===== config.mk =====
export PLATFORM = sky130hd
export DESIGN_NAME = ssy_requester
export DESIGN_NICKNAME = d
export VERILOG_FILES = /design/src/rtl/ssy_requester.sv
export SDC_FILE = /design/constraint.sdc
export NUM_CORES = 1
export LEC_CHECK = 0
export CAP_MARGIN = 20
export CORE_AREA = 4 4 56 58
export DETAILED_ROUTE_END_ITERATION = 7
export DIE_AREA = 0 0 60 62
export DONT_BUFFER_PORTS = 1
export GPL_TIMING_DRIVEN = 0
export PLACE_DENSITY_LB_ADDON = 0.15
export SLEW_MARGIN = 30
export SYNTH_ARGS = -nofsm -noshare
export SYNTH_HDL_FRONTEND = slang
export SYNTH_SLANG_ARGS = --single-unit

===== constraint.sdc =====
create_clock -name clk -period 3.5 [get_ports clk]
set_clock_uncertainty 0.15 [all_clocks]
set_input_delay 0.525 -clock clk [delete_from_list [all_inputs] [get_ports clk]]
set_output_delay 0.525 -clock clk [all_outputs]
set_load 0.01 [all_outputs]

===== src/rtl/ssy_requester.sv =====
// Initiator-side requester for the ssy request/grant handshake: queues jobs as a
// pending count, arbitrates for each one with timeout/backoff/retry, then holds ownership.
module ssy_requester #(
    parameter int QDEPTH    = 4,
    parameter int HOLD      = 2,
    parameter int TIMEOUT   = 16,
    parameter int MAX_RETRY = 3,
    parameter int CW        = 8,
    localparam int PW       = $clog2(QDEPTH + 1)
) (
    input  logic          clk,
    input  logic          reset_n,
    input  logic          job_valid,
    output logic          job_ready,
    input  logic          idle,
    input  logic          granted,
    output logic          request,
    output logic          owned,
    output logic          done,
    output logic          err,
    output logic [PW-1:0] pend,
    output logic [CW-1:0] grant_cnt
);
    localparam int WW = $clog2(TIMEOUT);
    localparam int RW = $clog2(MAX_RETRY + 1);
    localparam int HW = $clog2(HOLD + 1);

    typedef enum logic [1:0] {S_IDLE, S_ARB, S_OWN, S_BACKOFF} state_t;

    state_t        state_reg;
    logic [WW-1:0] wait_cnt_reg;
    logic [RW-1:0] retry_cnt_reg;
    logic [HW-1:0] hold_cnt_reg;
    logic [PW-1:0] pend_reg;
    logic [CW-1:0] grant_cnt_reg;
    logic          done_reg;
    logic          err_reg;

    logic accept;
    logic timeout_hit;
    logic last_try;
    logic retire;

    always_comb begin
        accept      = job_valid && job_ready;
        timeout_hit = (wait_cnt_reg == WW'(TIMEOUT - 1));
        last_try    = (retry_cnt_reg == RW'(MAX_RETRY - 1));
        // A job leaves the queue either when it is granted or when its last attempt times out.
        retire      = (state_reg == S_ARB) && (granted || (timeout_hit && last_try));
    end

    assign job_ready = (pend_reg < PW'(QDEPTH));
    assign request   = (state_reg == S_ARB) && idle;
    assign owned     = (state_reg == S_OWN);
    assign done      = done_reg;
    assign err       = err_reg;
    assign pend      = pend_reg;
    assign grant_cnt = grant_cnt_reg;

    always_ff @(posedge clk) begin
        if (!reset_n) begin
            state_reg     <= S_IDLE;
            wait_cnt_reg  <= '0;
            retry_cnt_reg <= '0;
            hold_cnt_reg  <= '0;
            pend_reg      <= '0;
            grant_cnt_reg <= '0;
            done_reg      <= 1'b0;
            err_reg       <= 1'b0;
        end else begin
            done_reg <= 1'b0;
            err_reg  <= 1'b0;

            if (accept && !retire) begin
                pend_reg <= pend_reg + PW'(1);
            end else if (!accept && retire) begin
                pend_reg <= pend_reg - PW'(1);
            end

            case (state_reg)
                S_IDLE: begin
                    if (pend_reg != '0) begin
                        state_reg    <= S_ARB;
                        wait_cnt_reg <= '0;
                    end
                end
                S_ARB: begin
                    if (granted) begin
                        state_reg     <= S_OWN;
                        hold_cnt_reg  <= '0;
                        grant_cnt_reg <= grant_cnt_reg + CW'(1);
                        retry_cnt_reg <= '0;
                    end else if (timeout_hit) begin
                        if (last_try) begin
                            err_reg       <= 1'b1;
                            retry_cnt_reg <= '0;
                            state_reg     <= S_IDLE;
                        end else begin
                            retry_cnt_reg <= retry_cnt_reg + RW'(1);
                            wait_cnt_reg  <= '0;
                            state_reg     <= S_BACKOFF;
                        end
                    end else begin
                        wait_cnt_reg <= wait_cnt_reg + WW'(1);
                    end
                end
                // wait_cnt doubles as the two-cycle backoff timer.
                S_BACKOFF: begin
                    if (wait_cnt_reg == WW'(1)) begin
                        state_reg    <= S_ARB;
                        wait_cnt_reg <= '0;
                    end else begin
                        wait_cnt_reg <= wait_cnt_reg + WW'(1);
                    end
                end
                S_OWN: begin
                    if (hold_cnt_reg == HW'(HOLD - 1)) begin
                        done_reg  <= 1'b1;
                        state_reg <= S_IDLE;
                    end else begin
                        hold_cnt_reg <= hold_cnt_reg + HW'(1);
                    end
                end
                default: state_reg <= S_IDLE;
            endcase
        end
    end
endmodule


## Word-level counts from Yosys, hierarchy flattened

Index checks and enable logic that the tools add are counted.

- Bits in registers: 23
- Input port bits: 5
- Output and inout port bits: 16
- Word-level logic and storage cells: 78

- Add/sub/neg operators: 6
- $lt $le $gt $ge: 1
- Equality and inequality tests: 15
- Multiplexer cells: 23
- Bitwise logic cells: 3
- Reductions and logical operators: 22

Operator list:

| cell | count |
|---|---|
| 2-bit 2-to-1 mux | 11 |
| 4-bit 2-to-1 mux | 5 |
| 4-bit case mux with 3 select lines | 1 |
| 2-bit inequality test (second input constant) | 5 |
| 8-bit by 1-bit adder with 8-bit output (second input constant) | 1 |
| 2-bit case mux with 4 select lines | 1 |
| 4-bit AND reduction | 2 |
| 2-bit == test (second input constant) | 3 |
| 1-bit logical AND | 6 |
| 3-bit 2-to-1 mux | 2 |
| 3-bit inequality test (second input constant) | 2 |
| 2-bit AND reduction | 3 |
| 2-bit nonzero test | 3 |
| 3-bit nonzero test | 2 |
| 2-bit by 1-bit adder with 2-bit output (second input constant) | 2 |
| 4-bit by 1-bit adder with 4-bit output (second input constant) | 1 |
| 2-bit by 1-bit == test with 1-bit output (second input constant) | 2 |
| 4-bit by 1-bit == test with 1-bit output (second input constant) | 1 |
| 4-bit == test (second input constant) | 1 |
| 2-bit case mux with 2 select lines | 1 |
| 4-bit OR reduction | 1 |
| 3-bit by 1-bit adder with 3-bit output (second input constant) | 1 |
| 3-bit < comparator (second input constant) | 1 |
| 1-bit inverter | 3 |
| other kinds (7) | 9 |

## Depth between registers and ports, before layout

Gate-level depths: netlist of the first run.

- Depth in word-level cells: 7
- Mapped depth: 11

## Worst setup path before layout of the first run

OpenSTA, ideal clock, no wires.

- Kind: input to register
- Start point: in granted
- End point: reg pend_reg[2], in the netlist pend[2]
- Setup time: 70 ps
- Arrival: 2214 ps
- Required time: 3280 ps
- Path slack: 1065 ps
- Stages on the path: 10
- Buffers on the path: 1
- Path through: buf_4 -> nand2_1 -> o21ai_0 -> inv_1 -> ha_1 -> inv_1 -> fa_1 -> xor2_1 -> or3_1 -> a21oi_1

- Word-level cells in the longest chain between the ends: 5
- Elaborated cells on any way between the ends: 7

RTL lines:

| what | line | RTL |
|---|---|---|
| start: declaration | 16 | `input logic granted,` |
| 1-bit logical OR (*) | 49 | `retire = (state_reg == S_ARB) && (granted \|\| (timeout_hit && last_try));` |
| 1-bit logical AND (*) | 49 |  |
| 1-bit logical NOT | 74 | `if (accept && !retire) begin` |
| 1-bit logical AND | 74 |  |
| 3-bit 2-to-1 mux or 2-bit nonzero test (tied branches) | n/a |  |
| end signal: assignment | 75 | `pend_reg <= pend_reg + PW'(1);` |
| end signal: assignment | 77 | `pend_reg <= pend_reg - PW'(1);` |
| end: declaration | 34 | `logic [PW-1:0] pend_reg;` |

Every way passes the cells marked *; elsewhere a longest branch is shown, timed or not.
A chain may end at the register's enable or synchronous reset.

## Worst setup path in the final report of the first run

- Start point: reg state_reg[1]
- End point: reg pend_reg[2], in the netlist pend[2]

- Word-level cells in the longest chain between the ends: 5
- Elaborated cells on any way between the ends: 7

RTL lines:

| what | line | RTL |
|---|---|---|
| start: declaration | 30 | `state_t state_reg;` |
| start signal: assignment | 62 | `state_reg <= S_IDLE;` |
| start signal: assignment | 83 | `state_reg <= S_ARB;` |
| start signal: assignment | 89 | `state_reg <= S_OWN;` |
| 2-bit by 1-bit == test with 1-bit output (*) | 49 |  |
| 1-bit logical AND (*) | 49 |  |
| 1-bit logical NOT | 74 |  |
| 1-bit logical AND | 74 |  |
| 3-bit 2-to-1 mux or 2-bit nonzero test (tied branches) | n/a |  |

Marks and branches as above.

==> results of run 1 <==
-- layout make-up --
| type | count | area, sq um | area share [%] |
|---|---|---|---|
| Clock buffer | 3 | 22.5 | 1.70 |
| Buffer | 4 | 22.5 | 1.70 |
| Clock inverter | 1 | 5.00 | 0.378 |
| Multi-Input combinational cell | 110 | 738 | 55.7 |
| Tap cell | 31 | 38.8 | 2.93 |
| Sequential cell | 23 | 460 | 34.7 |
| Inverter | 10 | 37.5 | 2.83 |
-- stage by stage --
| step | util (%) | std cells |
|---|---|---|
| after floorplan | - | 147 |
| after global placement | 48.7 | 178 |
| after detailed placement | 48.7 | 178 |
| after CTS | 49.8 | 182 |
| after global routing | 49.8 | 182 |
| final | 49.8 | 182 |
-- cell usage after synthesis, types with 2 or more instances --
cell type  count
a21oi_1       11
and2_1         3
buf_4          2
clkbuf_1       2
dfxtp_1       23
ha_1          10
inv_1         10
mux2i_1        2
nand2_1        7
nand2b_1       2
nand3_1        5
nand3_2        2
nand4b_1       2
nor2_1        14
nor2b_1        2
nor3_1         5
nor4_1         2
nor4b_1        3
o21ai_0       12
or3_1          4
xnor2_1        3
xor2_1         4
-- per-layer routing --
layer / up-vias / GRT usage [%] / wire length, microns
met1: 497 / 18.5 / 1200
met4: 0 / 3.80 / 30
li1: 532 / - / -
met2: 19 / 24.8 / 1240
met5: - / 0 / 0
met3: 4 / 3.51 / 116
-- power groups by stage --
stage	Clock [mW]	Combinational, mW	Sequential, mW
floorplan	0	0.258	0.344
global placement	0	0.309	0.352
detailed placement	0	0.321	0.354
CTS	0.133	0.323	0.348
global route	0.142	0.354	0.355
finish	0.126	0.322	0.348
-- cells by family (layout without fill, tap and decap cells) --
group	count (synthesis)	count (layout)	synth area share, %
flip-flops	23	23	36.6
AND/OR/NAND/NOR	57	57	25.2
multiplexers	2	2	1.59
XOR/XNOR	7	7	4.87
adder cells (fa/ha/maj)	11	11	11.5
AO/OA/AOI/OAI	33	33	15.5
buffers and inverters	14	18	4.77
-- worst paths after layout --
path / endpoint / slack (ns) / depth (start not counted)
min: hold_cnt_reg[1] / 0.18 / 1
min reg2reg: hold_cnt_reg[0] / 0.39 / 2
max reg2reg: pend[2] / 0.70 / 11
max: pend[2] / 0.70 / 11
==> impl_metrics.tcl, run 1 <==
set metrics [dict create \
    outcome "finished, final reports clean" \
    crit_path_max_incr_delay_ns 0.44 \
    path_class "reg2reg" \
    tns_ns 0 \
    max_freq_mhz 357 \
    maxCapViolations 0 \
    htreeDepth 1 \
    synth_top_cell_by_area "dfxtp_1" \
    viasPerCell 5.78 \
    drive_above_1_share_pct 7.95 \
    power_density_nw_per_um2 600 \
    start_kind "flip-flop" \
    ctsResizeCount 0 \
    portBuffers 0 \
    dpl_cell_area_sq_um 1300 \
    antenna_found_initial 0 \
    power_leakage_nw 0.472 \
    power.internal_mw 0.470 \
    worstMarginPinSlew_ns 0.588 \
    drt_iter0_drc 31 \
    vias 1052 \
    gp_congestion 0.877 \
    syn_inst 147 \
    regToRegStartpoint "state_reg[1]" \
    crit_buf_inv 3 \
    hold_start "reset_n" \
    dpl.hpwl_microns 2010 \
    netSwitchingPower_mw 0.325 \
    design_area_sq_um 1330 \
    clk_latency_ns 0.31 \
    grt_pass1_wl_microns 4170 \
    synthArstFlopShare_pct 0 \
    clock-root-buffer "clkbuf_4" \
    syn-mean-instance-area_sq_um 8.56 \
    synth_top_area_share_pct 36.6 \
    clkPwrFrac_pct 15.8 \
    critPathRequiredTime_ns 3.60 \
    grt_pass1_vias 989 \
    final.min_clock_period_ns 2.80 \
    hold_violations 0 \
    path_cells "inv_1 > ha_1 > nand2_1 > o21ai_0 > inv_1 > ha_1 > inv_1 > fa_1 > xor2_1 > or3_1 > a21oi_1" \
    arrival_ns 2.90 \
    numCtsBuffers 3 \
    wire_per_inst_microns 14.2 \
    clock_sinks 23 \
    min_path_type "in2reg" \
    ys_seq_area_share_pct 36.6 \
    power_mw 0.795 \
    synth_area_sq_um 1260 \
    ys_ff_latch 23 \
    start_util_pct 47.3 \
    setup_ws_ns 0.698 \
    rsz0062_at_grt "false" \
    irDropWorstVdd_v 0.000338 \
    setup_violations 0 \
    cts.path.max_buffers 2 \
    p_seq_share_pct 43.8 \
    nFillCells 261 \
    grt_overflow_total 0 \
    cpMaxStageDelayCell "dfxtp_1" \
    slew_headroom_pct 60.3 \
    yosys_most_used_dff "dfxtp_1" \
    placementRows 19 \
    final_common_cell "dfxtp_1" \
    cp_max_fo 5 \
    die_w_microns 60 \
    startpoint "state_reg[1]" \
    core_sq_um 2660 \
    post_cts_buffers 0 \
    layout_common_cells "23 x dfxtp_1, 14 x nor2_1, 12 x o21ai_0, 11 x a21oi_1" \
    cp-end-kind "flip-flop" \
    p_sw_share_pct 40.9 \
    largest_reg_flops 8 \
    tritoncts "built" \
    synth_edf_count 0 \
    ys_top_cells_by_area "dfxtp_1 37%, ha_1 9.9%, o21ai_0 4.8%, a21oi_1 4.4%, nor2_1 4.2%" \
    p_comb_share_pct 40.5 \
    diodes 0 \
    path_delay_family "adder cells" \
    antenna_left 0 \
    dp_slack_ns 0.722 \
    clk_pin_slew_ns 0.13 \
    slew_viol_final 0 \
    first_pass_iters 4 \
    track_usage_pct 14.6 \
    die_h_microns 62 \
    ys_warn_count 0 \
    synthDistinctLibCells 39 \
    holdWs_ns 0.180 \
    syn_nets 163 \
    fin_crit_sh_pct 80.0 \
    drt_wl_total_microns 2590 \
    cts_hold_buf 0 \
    cp_common_cell "inv_1" \
    drc 0 \
    nets 168 \
    grt_max_degree 14 \
    io_pins 21 \
    syn2layout_area_growth_pct 5.27 \
    dieArea_sq_um 3720 \
]
(Power assumes the default switching activity.)
==> run 2: changes to the inputs <==
==> constraint.sdc (replaced) <==
create_clock -name clk -period 2.9 [get_ports clk]
set_clock_uncertainty 0.15 [all_clocks]
set_input_delay 0.435 -clock clk [delete_from_list [all_inputs] [get_ports clk]]
set_output_delay 0.435 -clock clk [all_outputs]
set_load 0.01 [all_outputs]
==> run 2 against run 1 <==
Net effect: clock power is 22% higher; cell count is 0.55% higher; fmax is 6.0% higher; wire length is 1.4% higher; critical path depth stayed put; die area stayed put; first-iteration DRC count is 16% lower; cell area is 0.57% higher; sequential power is 21% higher; setup slack worse by 0.44 ns; flip-flop and latch count stayed put.
==> impl_metrics.tcl, run 2 (synthesized netlist as in run 1, its figures left out) <==
set metrics [dict create \
    setup_violations 0 \
    start_util_pct 47.3 \
    grt_pass1_wl_microns 4170 \
    grt_max_degree 14 \
    syn2layout_area_growth_pct 5.86 \
    power_mw 0.970 \
    largest_reg_flops 8 \
    critPathRequiredTime_ns 3.01 \
    use_met1_pct 18.5 \
    slew_viol_final 0 \
    final.min_clock_period_ns 2.64 \
    arrival_ns 2.75 \
    drt_wl_total_microns 2630 \
    numCtsBuffers 3 \
    placementRows 19 \
    regToRegStartpoint "state_reg[1]" \
    clock_sinks 23 \
    viasPerCell 5.79 \
    dp_slack_ns 0.122 \
    min_path_type "in2reg" \
    htreeDepth 1 \
    startpoint "state_reg[1]" \
    final_common_cell "dfxtp_1" \
    vias 1060 \
    outcome "finished, final reports clean" \
    regArea_sq_um 460 \
    cp-end-kind "flip-flop" \
    met2_usage_pct 24.8 \
    grt.busiest_layer "met2" \
    power_density_nw_per_um2 728 \
    die_h_microns 62 \
    fin_crit_sh_pct 91.1 \
    tritoncts "built" \
    drt_iter0_drc 26 \
    path_class "reg2reg" \
    gp_congestion 0.877 \
    dieArea_sq_um 3720 \
    core_sq_um 2660 \
    nFillCells 260 \
    first_pass_iters 4 \
    antenna_left 0 \
    start_kind "flip-flop" \
    grt_pass1_vias 989 \
    setup_ws_ns 0.257 \
    dpl.hpwl_microns 2010 \
    drc 0 \
    cp_max_fo 5 \
    power_leakage_nw 0.476 \
    diodes 0 \
    layout_common_cells "23 x dfxtp_1, 14 x nor2_1, 11 x a21oi_1, 11 x o21ai_0" \
    grt_util_met3_pct 3.51 \
    clk_latency_ns 0.32 \
    track_usage_pct 14.6 \
    antenna_found_initial 0 \
    clk_pin_slew_ns 0.13 \
    drive_above_1_share_pct 8.55 \
    grt_overflow_total 0 \
    clock-root-buffer "clkbuf_4" \
    multi_input_area_sq_um 738 \
    io_pins 21 \
    maxCapViolations 0 \
    die_w_microns 60 \
    slew_headroom_pct 58.9 \
    cts.path.max_buffers 2 \
    tns_ns 0 \
    nets 169 \
    worstMarginPinSlew_ns 0.608 \
    hold_violations 0 \
    irDropWorstVdd_v 0.000409 \
    portBuffers 0 \
    hold_start "reset_n" \
    rsz0062_at_grt "false" \
    max_freq_mhz 378 \
    wire_per_inst_microns 14.3 \
]
## run 2: final timing paths
| check | slack, ns | end | depth (start not counted) |
|---|---|---|---|
| max reg2reg | 0.26 | pend[2] | 11 |
| max | 0.26 | pend[2] | 11 |
| min reg2reg | 0.39 | wait_cnt_reg[1] | 2 |
| min | 0.08 | state_reg[0] | 1 |
## run 2: metrics by stage
stage	hold WS [ns]	std cells	area (sq um)	util, %
2_1_floorplan	0.330	147	1260	-
3_3_place_gp	0.345	178	1300	48.7
3_5_place_dp	0.367	178	1300	48.7
4_1_cts	0.0766	182	1330	49.8
5_1_grt	0.0698	183	1330	50.0
6_report	0.0849	183	1330	50.0
## run 2: critical path, cell delays in order (launching register included)
cell and delay [ns]:
dfxtp_1 0.45, inv_1 0.09, ha_1 0.24, nand2_1 0.15, o21ai_1 0.16, inv_1 0.14, ha_1 0.19, inv_1 0.06
fa_1 0.37, xor2_1 0.15, or3_1 0.30, a21oi_1 0.13
## run 2: cell type report
class / count / area share [%]
multi-input cells: 110 / 55.4
repair buffers: 1 / 0.563
clock inverters: 1 / 0.376
plain buffers: 4 / 1.69
well taps: 31 / 2.91
inverters: 10 / 2.82
clock buffers: 3 / 1.69
flip-flops and latches: 23 / 34.6
## run 2: power by group
group / switching [mW] / internal, mW / leakage, nW
logic: 0.232 / 0.163 / 0.272
clock network: 0.103 / 0.0517 / 0.0177
registers: 0.0628 / 0.357 / 0.186
total: 0.398 / 0.572 / 0.476
## run 2: repair_timing
action                                  CTS  global route
gates resized for setup                   0             1
endpoints found under the setup margin    0             1
hold buffers                              0             0
buffers inserted                          0             1
## run 2: per-layer routing
layer | wire length [microns] | up-vias
met3 | 128 | 4
met2 | 1240 | 25
met1 | 1230 | 499
li1 | - | 532
met5 | 0 | -
met4 | 30 | 0
==> run 3: changes to the inputs <==
--- a/config.mk
+++ b/config.mk
@@ -5,10 +5,11 @@
 export SDC_FILE = /design/constraint.sdc
 export NUM_CORES = 1
 export LEC_CHECK = 0
+export ABC_AREA = 1
 export CAP_MARGIN = 20
-export CORE_AREA = 4 4 56 58
+export CORE_AREA = 4 4 57 59
 export DETAILED_ROUTE_END_ITERATION = 7
-export DIE_AREA = 0 0 60 62
+export DIE_AREA = 0 0 61 63
 export DONT_BUFFER_PORTS = 1
 export GPL_TIMING_DRIVEN = 0
 export PLACE_DENSITY_LB_ADDON = 0.15
==> run 3 against run 2 <==
Net effect: clock power decreased by 3%; combinational power increased by 24%; flip-flop and latch count unchanged; power increased by 13%; non-clock buffer count decreased by 3; die area increased by 3.3%; cell area increased by 4.4%; critical path type unchanged; critical endpoint unchanged; highest routed layer unchanged.
==> impl_metrics.tcl, run 3 <==
set metrics [dict create \
    crit_buf_inv 4 \
    setup_violations 0 \
    path_cells "inv_1 > ha_1 > buf_6 > nand2_4 > nand2_1 > inv_1 > ha_1 > inv_1 > fa_1 > a21oi_1 > o21ai_0 > o21ai_0 > a21oi_1" \
    placementRows 19 \
    clock-root-buffer "clkbuf_4" \
    dpl.hpwl_microns 2050 \
    synthArstFlopShare_pct 0 \
    layout_common_cells "47 x nand2_1, 31 x inv_1, 30 x nor2_1, 23 x dfxtp_1, 14 x a21oi_1" \
    portBuffers 0 \
    slew_headroom_pct 69.4 \
    tns_ns 0 \
    viasPerCell 5.05 \
    largest_reg_flops 8 \
    ff2ff_path_depth 13 \
    worstMarginPinSlew_ns 0.458 \
    numCtsBuffers 3 \
    outcome "finished, final reports clean" \
    synth_common_cells "47 x nand2_1, 31 x inv_1, 30 x nor2_1" \
    antenna_left 0 \
    grt_max_degree 14 \
    slew_viol_final 0 \
    regToRegStartpoint "state_reg[1]" \
    first_pass_iters 4 \
    syn_inst 195 \
    clock_sinks 23 \
    start_kind "flip-flop" \
    syn-mean-instance-area_sq_um 6.79 \
    max_freq_mhz 419 \
    cts.path.max_buffers 2 \
    ctsResizeCount 0 \
    clk_pin_slew_ns 0.13 \
    htreeDepth 1 \
    post_cts_buffers 0 \
    tritoncts "built" \
    hold_violations 0 \
    wire_per_inst_microns 11.3 \
    critPathRequiredTime_ns 2.96 \
    min_path_type "in2reg" \
    design_area_sq_um 1390 \
    crit_end "pend[2]" \
    grt_overflow_total 0 \
    cp-end-kind "flip-flop" \
    yosys_most_used_dff "dfxtp_1" \
    synth_area_sq_um 1330 \
    synth_edf_count 0 \
    cts_hold_buf 0 \
    syn_nets 211 \
    ys_warn_count 0 \
    power_leakage_nw 0.663 \
    die_h_microns 63 \
    path_delay_family "adder cells" \
    startpoint "state_reg[1]" \
    power_mw 1.10 \
    regToRegSetupSlack_ns 0.52 \
    cp_max_fo 9 \
    die_w_microns 61 \
    power_density_nw_per_um2 790 \
    vias 1161 \
    irDropWorstVdd_v 0.000511 \
    drt_iter0_drc 53 \
    cpMaxStageDelayCell "dfxtp_1" \
    nets 216 \
    track_usage_pct 15.5 \
    core_sq_um 2710 \
    ys_seq_area_share_pct 34.7 \
    drive_above_1_share_pct 6.53 \
    path_depth 13 \
    synthDistinctLibCells 25 \
    synth_top_cell_by_area "dfxtp_1" \
    fin_crit_sh_pct 82.2 \
    ys_ff_latch 23 \
    final_common_cell "nand2_1" \
    io_pins 21 \
    maxCapViolations 0 \
    arrival_ns 2.45 \
    drt_wl_total_microns 2610 \
    grt_pass1_vias 1018 \
    grt_pass1_wl_microns 4660 \
    cp_common_cell "inv_1" \
    dieArea_sq_um 3840 \
    path_class "reg2reg" \
    ys_top_cells_by_area "dfxtp_1 35%, nand2_1 13%, ha_1 9.4%, inv_1 8.8%, nor2_1 8.5%" \
    hold_start "reset_n" \
    syn2layout_area_growth_pct 5.00 \
    r2r_end "pend[2]" \
    drc 0 \
    clk_latency_ns 0.31 \
    final.min_clock_period_ns 2.38 \
    rsz0062_at_grt "false" \
    dpl_cell_area_sq_um 1360 \
    antenna_found_initial 0 \
    gp_congestion 0.799 \
    crit_path_max_incr_delay_ns 0.43 \
    diodes 0 \
    synth_top_area_share_pct 34.7 \
    yosysMostFrequentCell "nand2_1" \
    start_util_pct 48.9 \
]
[run 3: kinds of logic (layout without fill, tap and decap cells)]
group / Yosys count / in the layout / synth area share (%)
flops: 23 / 23 / 34.7
compound gates: 29 / 29 / 11.5
fa+ha+maj: 11 / 11 / 11.0
simple gates: 96 / 96 / 31.2
buf+inv: 34 / 38 / 10.3
xor+xnor: 2 / 2 / 1.32
[run 3: layer usage]
metal,vias to the layer above,GRT usage [%],wire [microns]
li1,615,-,-
met4,0,4.88,30
met3,4,3.10,113
met2,21,23.9,1260
met5,-,0,0
met1,521,21.2,1200
[run 3: worst min path at each step]
stage,endpoint,depth (start not counted)
floorplan,hold_cnt_reg[1],2
global placement,hold_cnt_reg[1],2
detailed placement,hold_cnt_reg[1],2
CTS,grant_cnt[4],2
global route,pend[2],2
finish,grant_cnt[4],2
[run 3: layout make-up]
| cell class | count | area (sq um) |
|---|---|---|
| Clock inverter | 1 | 5.00 |
| Inverter | 32 | 121 |
| Buffer | 2 | 15.0 |
| Tap cell | 31 | 38.8 |
| Clock buffer | 3 | 22.5 |
| Multi-Input combinational cell | 138 | 728 |
| Sequential cell | 23 | 460 |
| Fill cell | 296 | 1320 |
[run 3: through the flow]
stage | utilization [%] | cells | hold WS, ns | worst slack [ns]
after floorplan | - | 195 | 0.283 | 0.713
after detailed placement | 50.3 | 226 | 0.299 | 0.526
final | 51.3 | 230 | 0.0896 | 0.516
after global placement | 50.3 | 226 | 0.290 | 0.531
after CTS | 51.3 | 230 | 0.0781 | 0.509
after global routing | 51.3 | 230 | 0.0661 | 0.297
[run 3: report_power, final]
group	internal [mW]	switching [mW]
sequential	0.382	0.0775
clock	0.0515	0.0982
combinational	0.181	0.309
total	0.615	0.484
